<file path="src/rtl/cmp_pkg.sv">
// Shared types and constants for the comparator event monitor.
// Flag vectors are always packed {gt, eq, lt}.
package cmp_pkg;

  typedef enum logic [1:0] {
    IDLE   = 2'd0,
    ARMING = 2'd1,
    ALARM  = 2'd2,
    DISARM = 2'd3
  } state_t;

  localparam int RUN_W = 4;

  localparam int FLAG_GT = 2;
  localparam int FLAG_EQ = 1;
  localparam int FLAG_LT = 0;

  function automatic logic is_onehot(input logic [2:0] flags);
    return (flags == 3'b100) || (flags == 3'b010) || (flags == 3'b001);
  endfunction

endpackage

</file>
<file path="src/rtl/cmp_event_monitor_sat_counter.sv">
// Saturating up-counter with synchronous reset and clear.
// Priority: rst, then clr, then inc.
module sat_counter #(
  parameter int W = 8
) (
  input  logic         clk,
  input  logic         rst,
  input  logic         clr,
  input  logic         inc,
  output logic [W-1:0] count
);

  always_ff @(posedge clk) begin
    if (rst || clr) begin
      count <= '0;
    end else if (inc && (count != {W{1'b1}})) begin
      count <= count + W'(1);
    end
  end

endmodule

</file>
<file path="src/rtl/cmp_event_monitor.sv">
// Debounced threshold monitor fed by a magnitude comparator's result flags.
// Alarm sets after SET_LEN consecutive "greater" samples, clears after CLR_LEN "less".
//
// state  | meaning
// IDLE   | alarm low, no greater-run in progress
// ARMING | alarm low, counting consecutive greater samples
// ALARM  | alarm high, no less-run in progress
// DISARM | alarm high, counting consecutive less samples
module cmp_event_monitor
  import cmp_pkg::*;
#(
  parameter int SET_LEN = 3,
  parameter int CLR_LEN = 2,
  parameter int CNT_W   = 8
) (
  input  logic             clk,
  input  logic             rst,
  input  logic             in_valid,
  input  logic             a_g_b,
  input  logic             a_e_b,
  input  logic             a_l_b,
  input  logic             clear,
  output logic             alarm,
  output logic             set_pulse,
  output logic             clr_pulse,
  output logic [CNT_W-1:0] gt_count,
  output logic [CNT_W-1:0] eq_count,
  output logic [CNT_W-1:0] lt_count,
  output logic             flag_err
);

  localparam logic [RUN_W-1:0] SET_RUN = RUN_W'(SET_LEN);
  localparam logic [RUN_W-1:0] CLR_RUN = RUN_W'(CLR_LEN);

  logic [2:0]       flags;
  logic             legal;
  logic             is_gt, is_lt;
  state_t           state_q, state_d;
  logic [RUN_W-1:0] run_q, run_d, run_inc;

  assign flags   = {a_g_b, a_e_b, a_l_b};
  assign legal   = in_valid && is_onehot(flags);
  assign is_gt   = legal && flags[FLAG_GT];
  assign is_lt   = legal && flags[FLAG_LT];
  assign run_inc = run_q + RUN_W'(1);

  always_ff @(posedge clk) begin
    if (rst) begin
      state_q   <= IDLE;
      run_q     <= '0;
      alarm     <= 1'b0;
      set_pulse <= 1'b0;
      clr_pulse <= 1'b0;
    end else begin
      state_q   <= state_d;
      run_q     <= run_d;
      alarm     <= (state_d == ALARM) || (state_d == DISARM);
      set_pulse <= (state_d == ALARM) && ((state_q == IDLE) || (state_q == ARMING));
      clr_pulse <= (state_d == IDLE) && ((state_q == ALARM) || (state_q == DISARM));
    end
  end

  // Only legal samples move the FSM; invalid strobes and malformed flags hold the run.
  always_comb begin
    state_d = state_q;
    run_d   = run_q;
    if (legal) begin
      case (state_q)
        IDLE: begin
          if (is_gt) begin
            run_d   = RUN_W'(1);
            state_d = (SET_LEN == 1) ? ALARM : ARMING;
          end
        end
        ARMING: begin
          if (is_gt) begin
            run_d = run_inc;
            if (run_inc == SET_RUN) state_d = ALARM;
          end else begin
            run_d   = '0;
            state_d = IDLE;
          end
        end
        ALARM: begin
          if (is_lt) begin
            run_d   = RUN_W'(1);
            state_d = (CLR_LEN == 1) ? IDLE : DISARM;
          end
        end
        DISARM: begin
          if (is_lt) begin
            run_d = run_inc;
            if (run_inc == CLR_RUN) state_d = IDLE;
          end else begin
            run_d   = '0;
            state_d = ALARM;
          end
        end
        default: begin
          run_d   = '0;
          state_d = IDLE;
        end
      endcase
    end
  end

  // clear beats a coincident malformed sample, so the error flag reads back 0.
  always_ff @(posedge clk) begin
    if (rst || clear) begin
      flag_err <= 1'b0;
    end else if (in_valid && !is_onehot(flags)) begin
      flag_err <= 1'b1;
    end
  end

  sat_counter #(.W(CNT_W)) u_gt_cnt (
    .clk   (clk),
    .rst   (rst),
    .clr   (clear),
    .inc   (is_gt),
    .count (gt_count)
  );

  sat_counter #(.W(CNT_W)) u_eq_cnt (
    .clk   (clk),
    .rst   (rst),
    .clr   (clear),
    .inc   (legal && flags[FLAG_EQ]),
    .count (eq_count)
  );

  sat_counter #(.W(CNT_W)) u_lt_cnt (
    .clk   (clk),
    .rst   (rst),
    .clr   (clear),
    .inc   (is_lt),
    .count (lt_count)
  );

endmodule

</file>
<file path="config.mk">
export PLATFORM = sky130hd
export DESIGN_NAME = cmp_event_monitor
export DESIGN_NICKNAME = d
export VERILOG_FILES = /design/src/rtl/cmp_pkg.sv /design/src/rtl/cmp_event_monitor_sat_counter.sv /design/src/rtl/cmp_event_monitor.sv
export SDC_FILE = /design/constraint.sdc
export NUM_CORES = 1
export LEC_CHECK = 0
export CORE_MARGIN = 4
export CORE_UTILIZATION = 45
export DETAILED_ROUTE_END_ITERATION = 6
export GPL_ROUTABILITY_DRIVEN = 0
export PLACE_DENSITY = 0.7
export SETUP_SLACK_MARGIN = 0.5
export SLEW_MARGIN = 20
export SYNTH_ARGS = -nofsm -noshare
export SYNTH_HDL_FRONTEND = slang
export SYNTH_HIERARCHICAL = 1
export SYNTH_SLANG_ARGS = --single-unit
export TNS_END_PERCENT = 30
</file>
<file path="constraint.sdc">
create_clock -name clk -period 2.5 [get_ports clk]
set_input_delay 0.5 -clock clk [delete_from_list [all_inputs] [get_ports clk]]
set_output_delay 0.5 -clock clk [all_outputs]
set_load 0.1 [all_outputs]
</file>
==> impl_metrics.ini, run 1 <==
[logic_synthesis]
seq_area_frac_synth = 0.354
syn_area_um2 = 1920
synthCells = 230
ys_warn_count = 6
synth_area_per_cell_um2 = 8.36
syn-num-nets = 243
ys_ff_latch = 34
ys_types = 39

[global_route]
gr-total-overflow = 0
grt_pass1_vias = 1780
grt_usage = 0.186
grt_pass1_wl_um = 8000
antenna_found_initial = 0
grt_max_degree = 17

[cells_and_area]
insertedDiodeCount = 0
area.growth.synth_to_final_pct = 28.4
drive_above_1_share = 0.277
nets = 295
layout.cells.most_common_list = 44 x buf_4, 30 x dfxtp_1, 25 x nand2_1
utilization = 0.609
final_common_cell = buf_4
final_cells = 332

[detailed_routing]
firstDrtPassIters = 4
wl_per_cell_um = 13.7
post_drt_via_cell_ratio = 5.64
ant_nets = 0
route.vias.total = 1873
drt_iter0_markers = 108
drc = 0
wl_um = 4540

[worst_setup_path]
reg2reg_depth = 6
critPathSlowestCell = or4_1
critPathMaxStageDelay_ps = 410
r2r-end = alarm
critPathCaptureType = register
crit_chain = dlygate4sd2_1 > buf_4 > nor2b_1 > o31a_1 > nand2_2 > nor2_4 > nand3_2 > or4_1 > and3_1
r2r_start = run_q[0]
critPathRequiredTime_ps = 2680
crit_buf_inv = 2
path_class = input port to register
startpoint_type = input port
crit_fanout = 4
r2r_setup_slack_ps = 750
startpoint = a_e_b
crit_arrival_ps = 2130
cp_top_family = simple AND/OR/NAND/NOR gates

[timing]
rsz0062_at_grt = true
period_share = 0.779
worstMarginPinSlew_ps = 546
finalMaxSlewViolations = 0
final-setup-viol-count = 0
hold_violations = 0
clock.fmax_mhz = 514
slew_headroom = 0.635
fin_crit_ps = 1950
skew_ps = 5.68

[clock_tree]
clk_pin_slew_worst_paths_ps = 70
cts_tree = built
cts_buffers = 5
cts_hold_buf = 0
insertion_delay_ps = 290
cts.sinks = 34
root_buffer = clkbuf_8
h-tree-depth = 2
clock_path_buffers = 2

[power]
power_density_nw_per_um2 = 422
power_leakage_nw = 1.01
total_power_w = 0.00104
ir_worst_vdd_v = 0.000214

[floorplan]
rows = 23
die_w_um = 73.4
initial_core_util = 0.474
core-area_um2 = 4060
dieHeight_um = 73.4
ios = 35
die_area_um2 = 5380

[status]
status = completed

[min_path]
holdPathStages = 2
worstHoldStart = u_eq_cnt/count[1]
hold_end = u_eq_cnt/count[1]
hold_path_class = register to register

[place]
placed_cells = 322
hpwl_um = 3250
io_buffer_count = 34

[flow_run]
max_cap_viol_count = 0
[synthesized netlist by cell type]
cell	n	area, um^2
o22ai_1	3	18.8
and4_2	3	30.0
and2_2	3	22.5
or4_1	3	22.5
a22oi_1	1	7.51
and3_1	8	50.1
nand3_1	9	45.0
and3b_1	7	61.3
a21boi_0	5	37.5
o21ai_0	8	40.0
nor3b_1	1	7.51
clkbuf_1	1	3.75
a31oi_1	2	12.5
mux2i_1	13	130
nor2_1	10	37.5
a21boi_2	3	33.8
and4_1	3	26.3
a21oi_1	16	80.1
inv_1	12	45.0
or3_1	7	43.8
nand2b_1	2	12.5
dfxtp_1	34	681
a21o_1	1	7.51
o31ai_1	2	15.0
a211oi_1	1	7.51
xor2_1	1	8.76
nor4_1	5	31.3
nor3_1	3	15.0
nand2_1	26	97.6
o31a_1	1	8.76
and2b_1	1	7.51
or3_2	3	22.5
o21ai_1	2	10.0
nor2b_1	6	37.5
o2111ai_1	7	61.3
nand4_1	6	37.5
buf_2	4	20.0
ha_1	6	75.1
or3_4	1	11.3
[what timing repair did]
| item | CTS | global route |
|---|---|---|
| pin swaps | 5 | 2 |
| buffers inserted | 2 | 1 |
| resized for setup | 16 | 2 |
| setup endpoints to repair | 13 | 5 |
[where the power goes]
| part | internal, W | switching [W] | total (W) |
|---|---|---|---|
| sequential | 0.000545 | 0.00000487 | 0.000550 |
| combinational | 0.0000447 | 0.0000611 | 0.000106 |
| clock | 0.000187 | 0.000199 | 0.000386 |
[final cells by class]
type	instances	area (um^2)
flip-flops and latches	34	686
clock buffers	5	68.8
multi-input cells	179	1210
clock inverters	2	10.0
fillers	378	1590
well taps	50	62.6
inverters	12	47.5
repair buffers	50	385
[per-layer routing]
metal | GRT usage | vias up | routed length, um
li1 | - | 958 | -
met1 | 0.233 | 869 | 2180
met2 | 0.308 | 41 | 2080
met3 | 0.0424 | 5 | 235
met4 | 0.0724 | 0 | 47
met5 | 0 | - | 0
[stage by stage]
| stage | worst slack, ps | hold slack [ps] | TNS [ps] | area [um^2] |
|---|---|---|---|---|
| final | 553 | 481 | 0 | 2470 |
| after global routing | 486 | 515 | 0 | 2470 |
| after CTS | 576 | 486 | 0 | 2460 |
| after detailed placement | -6.11 | 477 | -6.11 | 2330 |
| after global placement | 39.7 | 471 | 0 | 2330 |
| after floorplan | 359 | 476 | 0 | 1930 |
[kinds of logic after synthesis]
family	synth area share
buf+inv	0.0358
simple gates	0.322
flops	0.354
fa+ha+maj	0.0390
xor+xnor	0.00456
mux	0.0677
compound gates	0.177
[worst register-to-register path, cell delays in order, from the launching register on]
cell and delay (ps):
dfxtp_1 430, ha_1 270, inv_1 90, o21ai_1 170, o21ai_1 130, or3_1 410
o22ai_1 170
[sequential cells by signal, summed over array words and instances (netlist names)]
| name | count |
|---|---|
| u_gt_cnt/count | 8 |
| state_q | 2 |
| clr_pulse | 1 |
| u_eq_cnt/count | 8 |
| set_pulse | 1 |
| run_q | 4 |
| alarm | 1 |
| flag_err | 1 |
| u_lt_cnt/count | 8 |
[worst max path at each step]
| stage | to | slack [ps] | cells after the start |
|---|---|---|---|
| after floorplan | u_gt_cnt/count[6] | 360 | 4 |
| after global placement | u_eq_cnt/count[6] | 40 | 9 |
| after detailed placement | u_eq_cnt/count[6] | -6 | 8 |
| after CTS | u_eq_cnt/count[6] | 580 | 9 |
| after global routing | u_eq_cnt/count[6] | 490 | 9 |
| final | u_eq_cnt/count[6] | 550 | 9 |
(Power assumes the default switching activity.)
==> run 2: changes to the inputs <==
- PLACE_DENSITY: 0.7 -> 0.73
- clock period: 2.5 -> 1.7 ns (I/O delays scaled with it)
==> impl_metrics.ini, run 2 (synthesis gave the netlist of run 1 again) <==
[worst_setup_path]
crit_chain = buf_8 > nor2b_4 > o31a_1 > nand2_2 > nor2_4 > buf_4 > nand3_2 > buf_4 > buf_4 > a21oi_1 > nor4_2
startpoint = a_e_b
cp_top_family = simple AND/OR/NAND/NOR gates
r2r_start = run_q[0]
r2r_setup_slack_ps = 120
critPathSlowestCell = nor4_2
path_class = input port to register
critPathMaxStageDelay_ps = 360
crit_fanout = 4
reg2reg_depth = 6
crit_top_cell = buf_4
cp.depth = 11
crit_buf_inv = 4
startpoint_type = input port
endpoint = u_eq_cnt/count[2]
critPathCaptureType = register
r2r-end = state_q[1]
crit_arrival_ps = 1900
critPathRequiredTime_ps = 1860

[timing]
hold_violations = 0
hold_ws_ps = 484
clock.fmax_mhz = 575
skew_ps = 8.83
finalWorstSetupSlack_ps = -39.4
period_share = 1.02
final-setup-viol-count = 2
finalMaxSlewViolations = 0
fin_crit_ps = 1740
slew_headroom = 0.759
worstMarginPinSlew_ps = 359
rsz0062_at_grt = true

[status]
status = complete, but fails checks
failed_checks = setup timing

[floorplan]
dieHeight_um = 73.4
initial_core_util = 0.474
core-area_um2 = 4060
die_area_um2 = 5380
die_w_um = 73.4
rows = 23
ios = 35

[cells_and_area]
final_common_cell = buf_4
nets = 326
multiInputGateArea_um2 = 1480
layout.cells.most_common_list = 32 x buf_4, 29 x buf_12, 25 x nand2_1
top_regs = u_eq_cnt/count x8, u_gt_cnt/count x8, u_lt_cnt/count x8
drive_above_1_share = 0.592
insertedDiodeCount = 0
area.growth.synth_to_final_pct = 82.9
nFillCells = 182
register_area_um2 = 772
final_cells = 364

[power]
power_leakage_nw = 1.35
power_density_nw_per_um2 = 511
total_power_w = 0.00180
ir_worst_vdd_v = 0.000454

[min_path]
hold_path_class = input port to register
holdPathStages = 3

[detailed_routing]
route.met3.wl_um = 381
firstDrtPassIters = 4
wl_met1_um = 2740
ant_nets = 0
highest_layer = met4
wl_per_cell_um = 18.8
drt_iter0_markers = 201
wl_met2_um = 3570
route.vias.total = 2241
wl_um = 6860
post_drt_via_cell_ratio = 6.16
drc = 0

[global_route]
gr-total-overflow = 0
grt_usage = 0.221
grt_max_degree = 21
grt_pass1_wl_um = 9460
grt_pass1_vias = 2085
antenna_found_initial = 0

[clock_tree]
cts_hold_buf = 0
clock_path_buffers = 2
cts_buffers = 5
root_buffer = clkbuf_8
insertion_delay_ps = 290
h-tree-depth = 2
cts.sinks = 34
clk_pin_slew_worst_paths_ps = 70
cts_tree = built

[place]
hpwl_um = 3760
placed_cells = 337
io_buffer_count = 34

[flow_run]
max_cap_viol_count = 0
==> run 2: cell types whose count changed in the layout (fill, tap and decap cells not counted), sizes merged <==
cell           previous run  this run
dlymetal6s2s              0         1
clkdlybuf4s50             2         1
buf                      44        78
bufinv                    0         1
dlygate4sd2               4         0
clkdlybuf4s15             0         1
==> run 2: worst min-delay path: stages <==
cell	delay [ps]
dlymetal6s2s_1	160
a31oi_2	70
and3_1	160
==> run 2: stage by stage <==
stage / setup slack (ps) / area (um^2) / setup TNS, ps / utilization
floorplan: 23.4 / 2060 / 0 / -
global placement: -598 / 2940 / -12260 / 0.724
detailed placement: -692 / 2940 / -14330 / 0.724
CTS: 113 / 3250 / 0 / 0.801
global route: -76.0 / 3520 / -193 / 0.867
finish: -39.4 / 3520 / -49.1 / 0.867
==> run 2: worst min-delay path by stage <==
stage                      startpoint           endpoint
detailed placement  u_gt_cnt/count[1]  u_gt_cnt/count[1]
global placement    u_eq_cnt/count[1]  u_eq_cnt/count[1]
finish                            rst           run_q[0]
global route                      rst           run_q[0]
floorplan                         rst  u_eq_cnt/count[2]
CTS                 u_gt_cnt/count[1]  u_gt_cnt/count[1]
==> run 2: cell type report <==
type,instances,area share
Clock buffer,5,0.0196
Clock inverter,3,0.0114
Inverter,12,0.0135
Multi-Input combinational cell,179,0.420
Sequential cell,34,0.219
Tap cell,50,0.0178
Timing Repair Buffer,81,0.298
==> run 2: timing repair <==
item                       in CTS  in global routing
setup buffers                  10                  9
pin swaps                      16                 15
resized for setup              50                 53
setup endpoints to repair      43                 56
==> run 2: routing by layer <==
metal	global-route usage	vias up
met5	0	-
met4	0.0986	0
met3	0.0328	18
met2	0.398	99
met1	0.257	1094
li1	-	1030
==> run 2: where the power goes <==
part	total (W)	internal [W]	switching, W
combinational	0.000269	0.000136	0.000134
clock	0.000752	0.000432	0.000320
sequential	0.000776	0.000768	0.00000753
total	0.00180	0.00134	0.000462
